<file path="config.mk">
export PLATFORM = sky130hd
export DESIGN_NAME = sevenseg_scan_ctrl
export DESIGN_NICKNAME = d
export VERILOG_FILES = /design/src/rtl/sevenseg_pkg.sv /design/src/rtl/sevenseg_slot_timer.sv /design/src/rtl/sevenseg_scan_ctrl.sv
export SDC_FILE = /design/constraint.sdc
export NUM_CORES = 1
export LEC_CHECK = 0
export CAP_MARGIN = 40
export CORE_UTILIZATION = 25
export CTS_BUF_LIST = sky130_fd_sc_hd__clkbuf_4
export DETAILED_ROUTE_END_ITERATION = 7
export GPL_ROUTABILITY_DRIVEN = 1
export PLACE_DENSITY_LB_ADDON = 0.05
export SETUP_SLACK_MARGIN = 0.2
export SLEW_MARGIN = 10
export SYNTH_ARGS = -nofsm -noshare
export SYNTH_HDL_FRONTEND = slang
export SYNTH_SLANG_ARGS = --single-unit
export TNS_END_PERCENT = 5
</file>
<file path="constraint.sdc">
create_clock -name clk -period 1.9 [get_ports clk]
set_input_delay 0.19 -clock clk [delete_from_list [all_inputs] [get_ports clk]]
set_output_delay 0.19 -clock clk [all_outputs]
set_load 0.01 [all_outputs]
</file>
<file path="src/rtl/sevenseg_pkg.sv">
// Shared types and constants for the multiplexed seven-segment scan controller.
// Segment patterns are logical active-high, bit0 = segment a.
package sevenseg_pkg;

  typedef logic [6:0] seg_t;

  localparam seg_t SEG_BLANK = 7'h00;

  localparam seg_t SEG_HEX [16] = '{
    7'h3F, 7'h06, 7'h5B, 7'h4F, 7'h66, 7'h6D, 7'h7D, 7'h07,
    7'h7F, 7'h6F, 7'h77, 7'h7C, 7'h39, 7'h5E, 7'h79, 7'h71
  };

  // Counter width for a value range 0..n-1, never narrower than one bit.
  function automatic int idx_w(input int n);
    return (n <= 2) ? 1 : $clog2(n);
  endfunction

endpackage

</file>
<file path="src/rtl/sevenseg_slot_timer.sv">
// Slot/digit scan counters for sevenseg_scan_ctrl: slot position s, digit index d,
// enable hold and the registered end-of-frame pulse.
module sevenseg_slot_timer
  import sevenseg_pkg::*;
#(
  parameter int N_DIGITS    = 4,
  parameter int SLOT_CYCLES = 1024
) (
  input  logic                             clk,
  input  logic                             reset,
  input  logic                             en,
  output logic                             slot_start,
  output logic [idx_w(SLOT_CYCLES)-1:0]    s,
  output logic [idx_w(N_DIGITS)-1:0]       d,
  output logic                             frame_tick
);

  localparam int SW = idx_w(SLOT_CYCLES);
  localparam int DW = idx_w(N_DIGITS);
  localparam logic [SW-1:0] S_LAST = SW'(SLOT_CYCLES - 1);
  localparam logic [DW-1:0] D_LAST = DW'(N_DIGITS - 1);

  logic s_last;
  logic d_last;

  assign s_last     = (s == S_LAST);
  assign d_last     = (d == D_LAST);
  // High in the cycle whose edge wraps s to 0 and advances d.
  assign slot_start = en && s_last;

  always_ff @(posedge clk) begin
    if (reset) begin
      s          <= '0;
      d          <= '0;
      frame_tick <= 1'b0;
    end else begin
      frame_tick <= en && s_last && d_last;
      if (en) begin
        if (s_last) begin
          s <= '0;
          d <= d_last ? '0 : d + DW'(1);
        end else begin
          s <= s + SW'(1);
        end
      end
    end
  end

endmodule

</file>
<file path="src/rtl/sevenseg_scan_ctrl.sv">
// Multiplexed seven-segment scan controller with per-digit dp/blanking, guard interval
// and compile-time polarity. Optional PWM dimming via `define SEVENSEG_DIM_EN.
module sevenseg_scan_ctrl
  import sevenseg_pkg::*;
#(
  parameter int N_DIGITS       = 4,
  parameter int SLOT_CYCLES    = 1024,
  parameter int GUARD_CYCLES   = 4,
  parameter int SEG_ACTIVE_LOW = 1,
  parameter int AN_ACTIVE_LOW  = 1
) (
  input  logic                                clk,
  input  logic                                reset,
  input  logic                                en,
  input  seg_t                                seg_in [N_DIGITS],
  input  logic [N_DIGITS-1:0]                 dp_in,
  input  logic [N_DIGITS-1:0]                 blank_in,
`ifdef SEVENSEG_DIM_EN
  input  logic [$clog2(SLOT_CYCLES+1)-1:0]    brightness,
`endif
  output seg_t                                seg_out,
  output logic                                dp_out,
  output logic [N_DIGITS-1:0]                 an,
  output logic                                frame_tick
);

  localparam int SW = idx_w(SLOT_CYCLES);
  localparam int DW = idx_w(N_DIGITS);

  logic          slot_start;
  logic [SW-1:0] s;
  logic [DW-1:0] d;
  logic [DW-1:0] d_nxt;

  sevenseg_slot_timer #(
    .N_DIGITS    (N_DIGITS),
    .SLOT_CYCLES (SLOT_CYCLES)
  ) u_timer (
    .clk        (clk),
    .reset      (reset),
    .en         (en),
    .slot_start (slot_start),
    .s          (s),
    .d          (d),
    .frame_tick (frame_tick)
  );

  function automatic seg_t seg_phys(input seg_t v);
    return (SEG_ACTIVE_LOW != 0) ? ~v : v;
  endfunction

  function automatic logic dp_phys(input logic v);
    return (SEG_ACTIVE_LOW != 0) ? ~v : v;
  endfunction

  function automatic logic [N_DIGITS-1:0] an_phys(input logic [N_DIGITS-1:0] v);
    return (AN_ACTIVE_LOW != 0) ? ~v : v;
  endfunction

  assign d_nxt = (d == DW'(N_DIGITS - 1)) ? '0 : d + DW'(1);

  // Stage p0: per-slot capture of the digit about to be shown.
  seg_t seg_p0;
  logic dp_p0;
  logic blank_p0;
  logic dim_ok_p0;
  logic lit_p0;

  always_ff @(posedge clk) begin
    if (reset) begin
      blank_p0 <= 1'b1;
    end else if (slot_start) begin
      blank_p0 <= blank_in[d_nxt];
    end
  end

  always_ff @(posedge clk) begin
    if (slot_start) begin
      seg_p0 <= seg_in[d_nxt];
      dp_p0  <= dp_in[d_nxt];
    end
  end

`ifdef SEVENSEG_DIM_EN
  logic [$clog2(SLOT_CYCLES+1)-1:0] bright_p0;

  always_ff @(posedge clk) begin
    if (slot_start) begin
      bright_p0 <= brightness;
    end
  end

  always_comb dim_ok_p0 = (int'(s) - GUARD_CYCLES) < int'(bright_p0);
`else
  always_comb dim_ok_p0 = 1'b1;
`endif

  // Reset and disable fold into the lit term so the output stage needs no reset of its own.
  always_comb lit_p0 = en && !reset && !blank_p0 && (int'(s) >= GUARD_CYCLES) && dim_ok_p0;

  // Stage p1: registered pins, polarity applied last.
  always_ff @(posedge clk) begin
    seg_out <= seg_phys(lit_p0 ? seg_p0 : SEG_BLANK);
    dp_out  <= dp_phys(lit_p0 && dp_p0);
    an      <= an_phys(lit_p0 ? (N_DIGITS'(1) << d) : '0);
  end

endmodule
</file>
==> impl_results.md <==
* CTS tree: built
* Wire per inst at 11.5 um
* FF-to-FF End: seg_p0[4]
* Critical Path, Cell by Cell: inv_1 -> ha_4 -> mux4_2
* Initial antenna violation count at 0
* Synth top area cells: dfxtp_1 (35%), edfxtp_1 (16%), mux4_2 (12%)
* Register area share after synthesis at 50.5%
* Post-synthesis cell area at approximately 1500 sq um
* Max-slew headroom at 67.4%
* Die H at 79.6 um
* DRT antenna net count at 0
* Top delay family on crit path: multiplexers
* R2R Path Start: u_timer.d[1]
* Max-cap check violation count at 0
* Most common cell in the synthesized netlist: dfxtp_1
* Num ports at 52
* Hold-critical path depth at 1
* #FFs+latches synth at 34
* Final worst slack at 225 ps
* GR Overflow Total at 0
* Post-synthesis cell count at 130
* Longest Clk Path Bufs at 2
* WP data required at roughly 2000 ps
* Slew @ Worst Pin at between 400 and 500 ps
* CORE AREA at ~5600 sq um
* First-pass GRT wire length at 5120 um
* Crit path time final at between 1500 and 2000 ps
* Clk_lat worst skew at approximately 340 ps
* Full die area at between 6000 and 7000 sq um
* Final Max Slew Viols at 0
* CP startpoint kind: register
* Worst path slowest cell: mux4_2
* Hold Slack at between 300 and 400 ps
* Syn nets at roughly 180
* Area after DPL at about 2200 sq um
* Setup TNS at 0 ps
* Vias in the first global route at about 1,200
* Worst-path fanout max at 10
* Vias post-DR at roughly 1,200
* Hold Path Class: register to register
* Drt initial violations at between 40 and 50
* Worst Path Buf+Inv at 1
* Synth unique cells at 30
* Via-to-Cell Ratio at 4.38
* Routability Congestion at between 0.7 and 0.8
* DRC Markers at 0
* Detailed Routing Iterations Pass 1 at 4
* Worst VDD drop at about 260 uV
* Area delta synth->final at 50.9%
* Max incr delay on CP at roughly 520 ps
* Leak at around 0.8 nW
* Nets at about 240
* HP Start: dp_p0
* Clock sink count at 34
* Port Buffers at between 50 and 60
* Yosys top cell by area: dfxtp_1
* Final Hold Vio Count at 0
* Overall Global Routing Usage at between 10% and 20%
* R2R cell count at 3
* H-tree lvl count at 2
* Highest clock rate at between 500 and 600 MHz
* CP arrival at roughly 1700 ps
* FP Rows at 27
* Number of diodes at 0
* Detailed-placement wirelength estimate at 2410 um
* Number of synthesized flops with an enable pin at 8
* Top_reg_cell synth: dfxtp_1
* Final setup fails at 0
* Largest net degree at the start of global routing at 17
* Pwr Density at approximately 680 nW/um^2
* Clock Skews at roughly 16 ps
* CP Capture Type: register
* Ys async rst share at 0%
* Worst Hold Path EP: dp_out
* CTS clk-pin slew, worst paths at ~120 ps
* Avg Inst Size Synth at about 12 sq um
* DP Worst Slack at roughly 160 ps
* FF-to-FF setup slack at roughly 230 ps
* Synth Warn # at 0
* Effective utilization at floorplan at between 20% and 30%
* Clk root buf: clkbuf_4
* RSZ-0062 raised after global routing: yes
* Final WL at approximately 3000 um
* Most frequent cells after synthesis: dfxtp_1 (26), nand2_1 (18), nor2_1 (11)
* Critical path class: register to register
* Area share of the largest cell type after synthesis at 34.6%
* Status: finished, final reports clean
* CTS Buf Count at 5
* DIE WIDTH at approximately 80 um
* Period utilisation layout at 88.1%
* Design Area, Final at around 2300 sq um
* Layout cells sized above 1 at roughly 17%
-- logic make-up (layout without fill, tap and decap cells) --
logic type	Yosys count	after routing	synth area share (%)
and+or+nand+nor	50	50	17.3
DFF	34	34	50.5
xor gates and xnor gates	7	7	4.07
buffers and inverters	13	74	3.74
muxes	11	11	14.0
AOI/OAI and AO/OA	9	9	5.32
adders and majority gates	6	6	4.99
-- timing repair --
item	4_1_cts	5_1_grt
endpoints found under the setup margin	8	11
hold buffers	0	0
pin swaps	1	1
resized for setup	0	2
buffers inserted	1	0
-- worst max path at each step --
stage	cells past startpoint	from	slack [ps]	end
floorplan	4	u_timer.d[0]	250	seg_p0[0]
global placement	3	u_timer.d[0]	200	seg_p0[3]
detailed placement	6	en	160	u_timer.d[1]
CTS	3	u_timer.d[0]	160	seg_p0[4]
global route	3	u_timer.d[1]	140	seg_p0[4]
finish	3	u_timer.d[1]	230	seg_p0[4]
-- power breakdown --
part | switching (mW) | total (mW) | internal (mW) | leakage, nW
sequential | 0.00876 | 0.754 | 0.745 | 0.283
clock | 0.253 | 0.664 | 0.412 | 0.0554
combinational | 0.0308 | 0.123 | 0.0924 | 0.465
-- cell type report --
cell class	instances	area [sq um]
flip-flops and latches	34	762
clock buffers	5	37.5
repair buffers	59	583
fillers	543	3370
well taps	72	90.1
inverters	7	26.3
multi-input cells	83	703
clock inverters	3	68.8
-- metrics by stage --
stage	std cells	utilization [%]	power, mW
5_1_grt	263	40.3	1.61
3_5_place_dp	254	38.2	0.894
3_3_place_gp	254	38.2	0.893
4_1_cts	263	40.2	1.57
2_1_floorplan	130	-	0.808
6_report	263	40.3	1.54
-- routing by layer --
metal | global-route usage, % | up-vias | wire, um
met2 | 17.1 | 37 | 1450
li1 | - | 582 | -
met4 | 4.91 | 0 | 51
met5 | 0 | - | 0
met1 | 13.3 | 527 | 1350
met3 | 3.54 | 7 | 180
-- flip-flops by register name (all words and copies together), names as in the netlist --
register,cells
dp_out,1
seg_p0,7
u_timer.s,10
u_timer.frame_tick,1
dp_p0,1
an,4
seg_out,7
blank_p0,1
u_timer.d,2
-- cells in the final DEF, fill, tap and decap left out, types with 3 or more instances in the layout --
cell / synthesis / layout
clkdlybuf4s50_1: 0 / 51
dfxtp_1: 26 / 25
nand2_1: 18 / 18
nor2_1: 11 / 11
mux4_2: 8 / 8
edfxtp_1: 8 / 8
inv_1: 7 / 7
buf_4: 1 / 7
xor2_1: 5 / 5
nor3_1: 5 / 5
clkbuf_4: 0 / 5
ha_1: 6 / 4
nand3_1: 3 / 3
nor4_1: 3 / 3
a31oi_1: 3 / 3
a21oi_1: 3 / 3
(Power assumes the default switching activity.)
